**src/rtl/pipe_nco_pkg.sv**
```systemverilog
// Shared constants and helpers for the NCO phase accumulator and the CORDIC pipe it feeds.
package pipe_nco_pkg;

    localparam int DEF_PHASE_W = 32;
    localparam int DEF_SEG_W   = 8;

    // Per-step controls carried alongside the skewed data words.
    typedef struct packed {
        logic en;
        logic load;
    } step_ctl_t;

    // Input-to-output latency: one input register plus one register per segment.
    function automatic int pipe_lat(input int phase_w, input int seg_w);
        return phase_w / seg_w + 1;
    endfunction

endpackage

```
**src/rtl/pipe_phase_acc_if.sv**
```systemverilog
// Step request / phase output bundle between the NCO controller and the phase accumulator.
interface pipe_phase_acc_if
    import pipe_nco_pkg::*;
#(
    parameter int PHASE_W = DEF_PHASE_W
);

    logic               en;
    logic               sync_load;
    logic [PHASE_W-1:0] fcw;
    logic [PHASE_W-1:0] init_phase;
    logic [PHASE_W-1:0] phase;
    logic               out_valid;
    logic               wrap;

    modport master (
        output en, sync_load, fcw, init_phase,
        input  phase, out_valid, wrap
    );

    modport slave (
        input  en, sync_load, fcw, init_phase,
        output phase, out_valid, wrap
    );

endinterface

```
**src/rtl/pa_seg.sv**
```systemverilog
// One SEG_W-bit slice of the carry-pipelined phase accumulator with registered sum and carry.
module pa_seg #(
    parameter int SEG_W = 8
) (
    input  logic             clk,
    input  logic             reset,
    input  logic             en,
    input  logic             load,
    input  logic [SEG_W-1:0] load_val,
    input  logic [SEG_W-1:0] fcw,
    input  logic             carry_in,
    output logic [SEG_W-1:0] sum,
    output logic             carry_out
);

    logic [SEG_W:0] add_full;

    assign add_full = {1'b0, sum} + {1'b0, fcw} + {{SEG_W{1'b0}}, carry_in};

    // A load drops any carry arriving from below; a stall holds the slice and emits no carry.
    always_ff @(posedge clk or negedge reset) begin
        if (!reset) begin
            sum       <= '0;
            carry_out <= 1'b0;
        end else if (load) begin
            sum       <= load_val;
            carry_out <= 1'b0;
        end else if (en) begin
            {carry_out, sum} <= add_full;
        end else begin
            carry_out <= 1'b0;
        end
    end

endmodule

```
**src/rtl/skew_dly.sv**
```systemverilog
// Fixed-depth register delay line used for input skew and output de-skew; DEPTH=0 is a wire.
module skew_dly #(
    parameter int WIDTH = 1,
    parameter int DEPTH = 1
) (
    input  logic             clk,
    input  logic             reset,
    input  logic [WIDTH-1:0] d,
    output logic [WIDTH-1:0] q
);

    if (DEPTH == 0) begin : g_wire
        logic unused_clk_rst;
        assign unused_clk_rst = clk ^ reset;
        assign q = d;
    end else begin : g_reg
        logic [WIDTH-1:0] stages [DEPTH];

        always_ff @(posedge clk or negedge reset) begin
            if (!reset) begin
                for (int i = 0; i < DEPTH; i++) begin
                    stages[i] <= '0;
                end
            end else begin
                stages[0] <= d;
                for (int i = 1; i < DEPTH; i++) begin
                    stages[i] <= stages[i-1];
                end
            end
        end

        assign q = stages[DEPTH-1];
    end

endmodule

```
**src/rtl/pipe_phase_acc.sv**
```systemverilog
// Carry-pipelined phase accumulator: skewed segment adders, de-skewed coherent output, aligned valid/wrap.
module pipe_phase_acc
    import pipe_nco_pkg::*;
#(
    parameter int PHASE_W = DEF_PHASE_W,
    parameter int SEG_W   = DEF_SEG_W
) (
    input  logic            clk,
    input  logic            reset,
    pipe_phase_acc_if.slave bus
);

    localparam int NSEG  = PHASE_W / SEG_W;
    localparam int LAT   = pipe_lat(PHASE_W, SEG_W);
    localparam int CTL_W = 2 * SEG_W + 2;

    step_ctl_t          s0_ctl;
    logic [PHASE_W-1:0] s0_fcw;
    logic [PHASE_W-1:0] s0_init;
    logic [PHASE_W-1:0] phase_aligned;
    logic [NSEG:0]      carry;
    logic               step_valid;
    logic               wrap_hold;

    always_ff @(posedge clk or negedge reset) begin
        if (!reset) begin
            s0_ctl  <= '0;
            s0_fcw  <= '0;
            s0_init <= '0;
        end else begin
            s0_ctl.en   <= bus.en;
            s0_ctl.load <= bus.sync_load;
            s0_fcw      <= bus.fcw;
            s0_init     <= bus.init_phase;
        end
    end

    assign carry[0] = 1'b0;

    // Segment k runs k cycles behind segment 0 so it meets the carry of the same step.
    for (genvar k = 0; k < NSEG; k++) begin : g_seg
        logic [CTL_W-1:0] ctl_in;
        logic [CTL_W-1:0] ctl_dly;
        step_ctl_t        seg_ctl;
        logic [SEG_W-1:0] seg_fcw;
        logic [SEG_W-1:0] seg_init;
        logic [SEG_W-1:0] sum_raw;

        assign ctl_in = {s0_ctl, s0_fcw[k*SEG_W +: SEG_W], s0_init[k*SEG_W +: SEG_W]};

        skew_dly #(
            .WIDTH (CTL_W),
            .DEPTH (k)
        ) u_skew (
            .clk   (clk),
            .reset (reset),
            .d     (ctl_in),
            .q     (ctl_dly)
        );

        assign {seg_ctl, seg_fcw, seg_init} = ctl_dly;

        pa_seg #(
            .SEG_W (SEG_W)
        ) u_seg (
            .clk       (clk),
            .reset     (reset),
            .en        (seg_ctl.en),
            .load      (seg_ctl.load),
            .load_val  (seg_init),
            .fcw       (seg_fcw),
            .carry_in  (carry[k]),
            .sum       (sum_raw),
            .carry_out (carry[k+1])
        );

        skew_dly #(
            .WIDTH (SEG_W),
            .DEPTH (NSEG - 1 - k)
        ) u_deskew (
            .clk   (clk),
            .reset (reset),
            .d     (sum_raw),
            .q     (phase_aligned[k*SEG_W +: SEG_W])
        );
    end

    skew_dly #(
        .WIDTH (1),
        .DEPTH (LAT - 1)
    ) u_valid_dly (
        .clk   (clk),
        .reset (reset),
        .d     (s0_ctl.en | s0_ctl.load),
        .q     (step_valid)
    );

    // The top carry register clears on idle cycles, so the last wrap is kept separately for bubbles.
    always_ff @(posedge clk or negedge reset) begin
        if (!reset) begin
            wrap_hold <= 1'b0;
        end else if (step_valid) begin
            wrap_hold <= carry[NSEG];
        end
    end

    assign bus.phase     = phase_aligned;
    assign bus.out_valid = step_valid;
    assign bus.wrap      = step_valid ? carry[NSEG] : wrap_hold;

endmodule

```
**src/flat_wrapper.sv**
```systemverilog
// flat-port wrapper written by rule: the top's interface ports become plain ports
module pipe_phase_acc_flat import pipe_nco_pkg::*;
#(
    parameter int PHASE_W = DEF_PHASE_W,
    parameter int SEG_W   = DEF_SEG_W
)
  (clk, reset, bus_en, bus_sync_load, bus_fcw, bus_init_phase, bus_phase, bus_out_valid, bus_wrap);
  pipe_phase_acc_if #(.PHASE_W(PHASE_W)) bus_i ();
  input  logic clk;
  input  logic reset;
  input wire logic [$bits(bus_i.en)-1:0] bus_en;
  input wire logic [$bits(bus_i.sync_load)-1:0] bus_sync_load;
  input wire logic [$bits(bus_i.fcw)-1:0] bus_fcw;
  input wire logic [$bits(bus_i.init_phase)-1:0] bus_init_phase;
  output wire logic [$bits(bus_i.phase)-1:0] bus_phase;
  output wire logic [$bits(bus_i.out_valid)-1:0] bus_out_valid;
  output wire logic [$bits(bus_i.wrap)-1:0] bus_wrap;
  assign bus_i.en = bus_en;
  assign bus_i.sync_load = bus_sync_load;
  assign bus_i.fcw = bus_fcw;
  assign bus_i.init_phase = bus_init_phase;
  assign bus_phase = bus_i.phase;
  assign bus_out_valid = bus_i.out_valid;
  assign bus_wrap = bus_i.wrap;
  pipe_phase_acc #(.PHASE_W(PHASE_W), .SEG_W(SEG_W)) u_core (.clk(clk), .reset(reset), .bus(bus_i));
endmodule
```
**config.mk**
```make
export PLATFORM = sky130hd
export DESIGN_NAME = pipe_phase_acc_flat
export DESIGN_NICKNAME = d
export VERILOG_FILES = /design/src/rtl/pipe_nco_pkg.sv /design/src/rtl/pipe_phase_acc_if.sv /design/src/rtl/pa_seg.sv /design/src/rtl/skew_dly.sv /design/src/rtl/pipe_phase_acc.sv /design/src/flat_wrapper.sv
export SDC_FILE = /design/constraint.sdc
export NUM_CORES = 1
export LEC_CHECK = 0
export ABC_AREA = 1
export BUFFER_PORTS_ARGS = -buffer_cell sky130_fd_sc_hd__buf_2
export CORE_ASPECT_RATIO = 0.9
export CORE_MARGIN = 1
export CORE_UTILIZATION = 50
export DETAILED_ROUTE_END_ITERATION = 7
export GPL_TIMING_DRIVEN = 0
export PLACE_DENSITY = 0.7
export SKIP_CTS_REPAIR_TIMING = 1
export SLEW_MARGIN = 5
export SYNTH_ARGS = -nofsm -noshare
export SYNTH_HDL_FRONTEND = slang
export SYNTH_HIERARCHICAL = 1
export SYNTH_SLANG_ARGS = --single-unit
```
**constraint.sdc**
```tcl
create_clock -name clk -period 2.02 [get_ports clk]
set_input_delay 0.303 -clock clk [delete_from_list [all_inputs] [get_ports clk]]
set_output_delay 0.303 -clock clk [all_outputs]
set_load 0.005 [all_outputs]
```
== Yosys cells after proc, flatten, opt, wreduce, memory -nomap -nowiden ==
Cells that the tools add are included.
Operators by class
  reductions and logical operators: 4
  divide/modulo/power cells: 0
  eq/ne operators: 0
  shift operators: 0
  $mul: 0
  bitwise gates (word level): 1
  add/subtract/negate cells: 7
  multiplexer cells: 17
  $lt $le $gt $ge: 0
Operators by type and width (count)
  $mux 8: 8
  $add 8x8->9: 4
  $add 9x1->9: 3
  $mux 1: 9
  $reduce_bool 2->1: 4
  $or 1x1->1: 1
Storage, ports and cells
  bits of input ports: 68
  latch bits: 0
  output and inout bits: 34
  bits in registers: 263
  bits in read-only memories: 0
  memories kept: 0
  bits in writable memories: 0
  word-level logic and storage cells: 58

== Logic depth before layout (Yosys ltp) ==
  word-level depth: 4
  mapped depth: 12
  mapped depth without buffers: 11

== Modules after synthesis ==
Netlist, hierarchy kept.
Modules (own cells, without submodules)
  pa_seg: area an instance 760.7 sq um, seq. area each 225.2 sq um, times used 4, cells an instance 103
  pipe_phase_acc: area an instance 1701.6 sq um, seq. area each 1676.6 sq um, times used 1, cells an instance 73
  skew_dly (u_core.g_seg[3].u_skew): area an instance 1486.4 sq um, seq. area each 1351.3 sq um, times used 1, cells an instance 72
  skew_dly (u_core.g_seg[2].u_skew): area an instance 1036.0 sq um, seq. area each 900.9 sq um, times used 1, cells an instance 54
  skew_dly (u_core.g_seg[0].u_deskew): area an instance 660.6 sq um, seq. area each 600.6 sq um, times used 1, cells an instance 32
  skew_dly (u_core.g_seg[1].u_deskew): area an instance 460.4 sq um, seq. area each 400.4 sq um, times used 1, cells an instance 24
  skew_dly (u_core.g_seg[1].u_skew): area an instance 450.4 sq um, seq. area each 450.4 sq um, times used 1, cells an instance 18
  skew_dly (u_core.g_seg[2].u_deskew): area an instance 200.2 sq um, seq. area each 200.2 sq um, times used 1, cells an instance 8
  skew_dly (u_core.g_seg[0].u_skew): area an instance 135.1 sq um, seq. area each 0.0 sq um, times used 1, cells an instance 18
  skew_dly (u_core.u_valid_dly): area an instance 100.1 sq um, seq. area each 100.1 sq um, times used 1, cells an instance 4
  skew_dly (u_core.g_seg[3].u_deskew): area an instance 60.1 sq um, seq. area each 0.0 sq um, times used 1, cells an instance 8

== Least setup slack after synthesis ==
Ideal clock, no wire load.
  path kind: flip-flop to flip-flop
  from: reg u_core.g_seg[2].u_skew.g_reg.stages, in the netlist u_core/g_seg[2].u_skew/q[8]
  to: reg u_core.g_seg[2].u_seg.sum[4]
  setup time: 127 ps
  clock period less this slack: 1655 ps
  buffers on the path: 1
  slack: 365 ps
  cell stages (with the launch flop): 11
  data arrival time: 1528 ps
  path through: dfrtp_1 buf_4 fa_1 inv_1 fa_1 inv_1 nand2_1 nand2_1 and2_4 nor2_1 o21ai_1
Between the ends
  longest elaborated chain between the ends: 4
RTL lines
  start: declaration: RTL line skew_dly.sv:17  | logic [WIDTH-1:0] stages [DEPTH];
  start signal: indexed assignment: RTL line skew_dly.sv:27  | stages[i] <= stages[i-1];
  $add 8x8->9: RTL line pa_seg.sv:18  | assign add_full = {1'b0, sum} + {1'b0, fcw} + {{SEG_W{1'b0}}, carry_in};
  $add 9x1->9: RTL line pa_seg.sv:18
  $mux 8: RTL line pa_seg.sv:28  | end else if (en) begin
  $mux 8: RTL line pa_seg.sv:25  | end else if (load) begin
  end signal: assignment: RTL line pa_seg.sv:26  | sum <= load_val;
  end signal: assignment: RTL line pa_seg.sv:29  | {carry_out, sum} <= add_full;
  end: declaration: RTL line pa_seg.sv:12  | output logic [SEG_W-1:0] sum,
No other way between the ends. The select of a mux whose other input is x is not followed.
A chain may end at the register's enable or synchronous reset.

== Worst setup path after layout ==
  from: reg u_core.s0_fcw[0]
  to: reg u_core.g_seg[0].u_seg.sum[4]
Between the ends
  longest elaborated chain between the ends: 3
RTL lines
  start: declaration: RTL line pipe_phase_acc.sv:18  | logic [PHASE_W-1:0] s0_fcw;
  start signal: assignment: RTL line pipe_phase_acc.sv:33  | s0_fcw <= bus.fcw;
  $add 8x8->9: RTL line pa_seg.sv:18
  $mux 8: RTL line pa_seg.sv:28
  $mux 8: RTL line pa_seg.sv:25
  end signal: assignment: RTL line pa_seg.sv:26
  end signal: assignment: RTL line pa_seg.sv:29
  end: declaration: RTL line pa_seg.sv:12
No other way between the ends. The select of a mux whose other input is x is not followed.

==> impl_metrics.csv <==
group,metric,value,unit
timing,report.final.setup_viol,0,
worst_setup_path,slowest_delay,0.43,ns
worst_setup_path,crit_type,"reg2reg",
power,leakagePower,5.85,nW
worst_setup_path,cp_slowest_cell,"fa_1",
placement,hpwl,9040,um
timing,fin_crit,1.83,ns
cells_and_area,layout-drive-gt1-share,26.7,%
yosys,yosysTopAreaCellShare,70.5,%
drt,drc,0,
drt,ant_nets,0,
timing,fin_worst_skew,0.0165,ns
yosys,synthFlopType,"dfrtp_1",
yosys,synth-async-reset-ratio,100,%
min_path,hold_path.class,"in2async",
worst_setup_path,endpoint,"u_core/g_seg[0].u_seg/sum[4]",
worst_setup_path,end_kind,"flip-flop",
timing,relSlewSlack,60.8,%
yosys,syn_inst,723,
cells_and_area,diodes,0,
timing,hold_ws,0.197,ns
yosys,synthTopCellsByCount,"dfrtp_1, nand2_1, buf_4",
yosys,ys_warn_count,6,
yosys,synth.avg_cell_area,12.9,um2
yosys,synth_edf_count,0,
power,pwr-share-comb,12.2,%
worst_setup_path,arrival,2.21,ns
cts,cts_buffers,26,
yosys,yosys_register_bits,263,
drt,drt-initial-drc-count,199,
worst_setup_path,critPathMaxFanout,3,
worst_setup_path,worstPathCellList,"buf_4 > fa_1 > inv_1 > fa_1 > inv_1 > nand2_1 > nand2_1 > and2_4 > nor2_1 > o21ai_1",
timing,timing.fmax,548,MHz
worst_setup_path,worstReg2RegStart,"u_core/s0_fcw[0]",
cts,root_buffer,"clkbuf_16",
timing,fin_crit_sh,90.4,%
run_status,status,"finished, final reports clean",
yosys,yosys.cell_count.top_type,"dfrtp_1",
drt,dr.pass1.iters,6,
job,drv_cap,0,
timing,tightest_slew,0.588,ns
cells_and_area,area_delta_synth_final,26.1,%
power,p_per_area,1040,mW/mm2
power,p_sw,0.00281,W
drt,post_drt_wl_per_cell,12.3,um
die,core,0.0183,mm2
global_routing,grt_pass1_wl,23700,um
worst_setup_path,crit_start,"u_core/s0_fcw[0]",
cts,clockBufferDepth,3,
timing,rsz0062_at_grt,"no",
power,p_clk_share,39.6,%
worst_setup_path,r2r_setup_slack,0.19,ns
global_routing,overflow,0,
cts,cts.sinks,263,
worst_setup_path,ff2ff_path_depth,10,
die,dieArea,0.0192,mm2
drt,routed_wl,14600,um
power,irDropWorstVdd,0.630,mV
yosys,yosysSeqAreaShare,70.5,%
die,pin_count,102,
worst_setup_path,required,2.40,ns
cts,h-tree-depth,1,
worst_setup_path,start_kind,"flip-flop",
die,die_w,146,um
timing,slew_violations,0,
yosys,syn_nets,827,
placement,portBuffers,101,
yosys,yosys.cell_types.count,25,
die,start_util,50.9,%
global_routing,grt_pass1_vias,5002,
global_routing,grt.total_usage,15.2,%
power,p_int,0.00939,W
drt,vias,5235,
global_routing,antenna_found_initial,0,
global_routing,grt_max_degree,125,
cts,clock_latency,0.52,ns
timing,hold_viol_final,0,
power,p_sw_share,23.0,%
power,total_power,0.0122,W
drt,routed_via_density,4.42,
cts,cts.clk_slew.worst_paths,0.06,ns
yosys,yosys.area.top_type,"dfrtp_1",
worst_setup_path,r2r_end,"u_core/g_seg[0].u_seg/sum[4]",
cells_and_area,nets,1025,
cells_and_area,fillers,1394,
yosys,netlist_area,0.00933,mm2
power,p_seq_share,48.1,%
die,rows,47,
placement,gp_congestion,0.880,
cts,tritoncts,"built",
yosys,synth_area_leaders,"dfrtp_1, buf_4, nand2_1",
timing,tns,0,ns
die,die_h,132,um
## critical path, delay by kind of cell (launching register included)
| family | cells | cell delay (ns) |
|---|---|---|
| adders and majority gates | 2 | 0.59 |
| and+or+nand+nor | 4 | 0.39 |
| DFF | 1 | 0.36 |
| buffers and inverters | 3 | 0.27 |
| AOI/OAI and AO/OA | 1 | 0.09 |
## per-layer routing
| metal | wire length [um] | track usage, % |
|---|---|---|
| met5 | 0 | 0 |
| met4 | 398 | 4.51 |
| met3 | 476 | 3.02 |
| met2 | 7110 | 25.0 |
| met1 | 6630 | 20.8 |
## through the flow
step / setup WS [ns] / std cells / util [%] / instance area (um2)
floorplan: 0.365 / 723 / - / 9330
global placement: -3.82 / 1069 / 55.3 / 10100
detailed placement: 0.192 / 1071 / 55.7 / 10200
CTS: 0.184 / 1117 / 60.5 / 11100
global route: 0.0493 / 1184 / 64.2 / 11800
finish: 0.194 / 1184 / 64.2 / 11800
## worst min path at each step
stage | startpoint | to
3_5_place_dp | reset | u_core/g_seg[2].u_skew/g_reg.stages[32]
4_1_cts | reset | u_core/g_seg[2].u_skew/g_reg.stages[32]
6_report | reset | u_core/g_seg[2].u_skew/q[14]
3_3_place_gp | u_core/s0_init[13] | u_core/g_seg[1].u_skew/q[5]
2_1_floorplan | reset | u_core/g_seg[0].ctl_in[16]
5_1_grt | reset | u_core/s0_init[22]
## cell type report
cell class / count / area [um2] / area share, %
inverters: 57 / 234 / 1.99
repair buffers: 170 / 1240 / 10.5
clock buffers: 36 / 748 / 6.36
well taps: 245 / 307 / 2.60
flip-flops and latches: 263 / 6580 / 55.9
clock inverters: 10 / 140 / 1.19
multi-input cells: 321 / 1890 / 16.0
plain buffers: 82 / 631 / 5.36
## power by group through the flow
stage                     Sequential (W)  Clock (W)  Combinational, W
after global placement           0.00596          0           0.00134
after floorplan                  0.00591          0          0.000950
after detailed placement         0.00597          0           0.00140
after global routing             0.00592    0.00517           0.00170
after CTS                        0.00588    0.00498           0.00141
final                            0.00587    0.00483           0.00149
## kinds of logic after synthesis
logic type	count (synthesis)	share of synthesized area, %
fa+ha+maj	36	5.47
buf+inv	139	9.26
flops	263	70.5
simple gates	220	10.5
other cells	1	0.0402
compound gates	64	4.24
## flip-flops by register name, indices dropped and copies added (netlist names)
register,count
u_core/g_seg.ctl_in,2
u_core/g_seg.u_skew/g_reg.stages,54
u_core/g_seg.u_seg/sum,32
u_core/g_seg.u_skew/q,54
u_core/u_valid_dly/q,1
u_core/wrap_hold,1
u_core/g_seg.u_deskew/g_reg.stages,24
u_core/s0_fcw,32
u_core/u_valid_dly/g_reg.stages,3
u_core/g_seg.u_deskew/q,24
u_core/s0_init,32
u_core/g_seg.u_seg/carry_out,4
## placed cells by master (no fill, tap or decap), types with 8 or more instances in the layout
| cell | netlist | layout |
|---|---|---|
| a22oi_1 | 16 | 16 |
| buf_2 | 0 | 100 |
| dfrtp_1 | 263 | 263 |
| inv_2 | 8 | 8 |
| buf_4 | 78 | 78 |
| nand2_1 | 131 | 131 |
| inv_1 | 41 | 41 |
| nand3b_1 | 8 | 8 |
| a21oi_1 | 24 | 24 |
| nor2_1 | 20 | 20 |
| o21ai_1 | 8 | 8 |
| clkbuf_16 | 0 | 26 |
| dlygate4sd3_1 | 0 | 67 |
| or2_1 | 9 | 9 |
| nand3_1 | 40 | 40 |
| ha_1 | 28 | 28 |
| fa_1 | 8 | 8 |
Note: power is estimated with default switching activity, not from simulation.
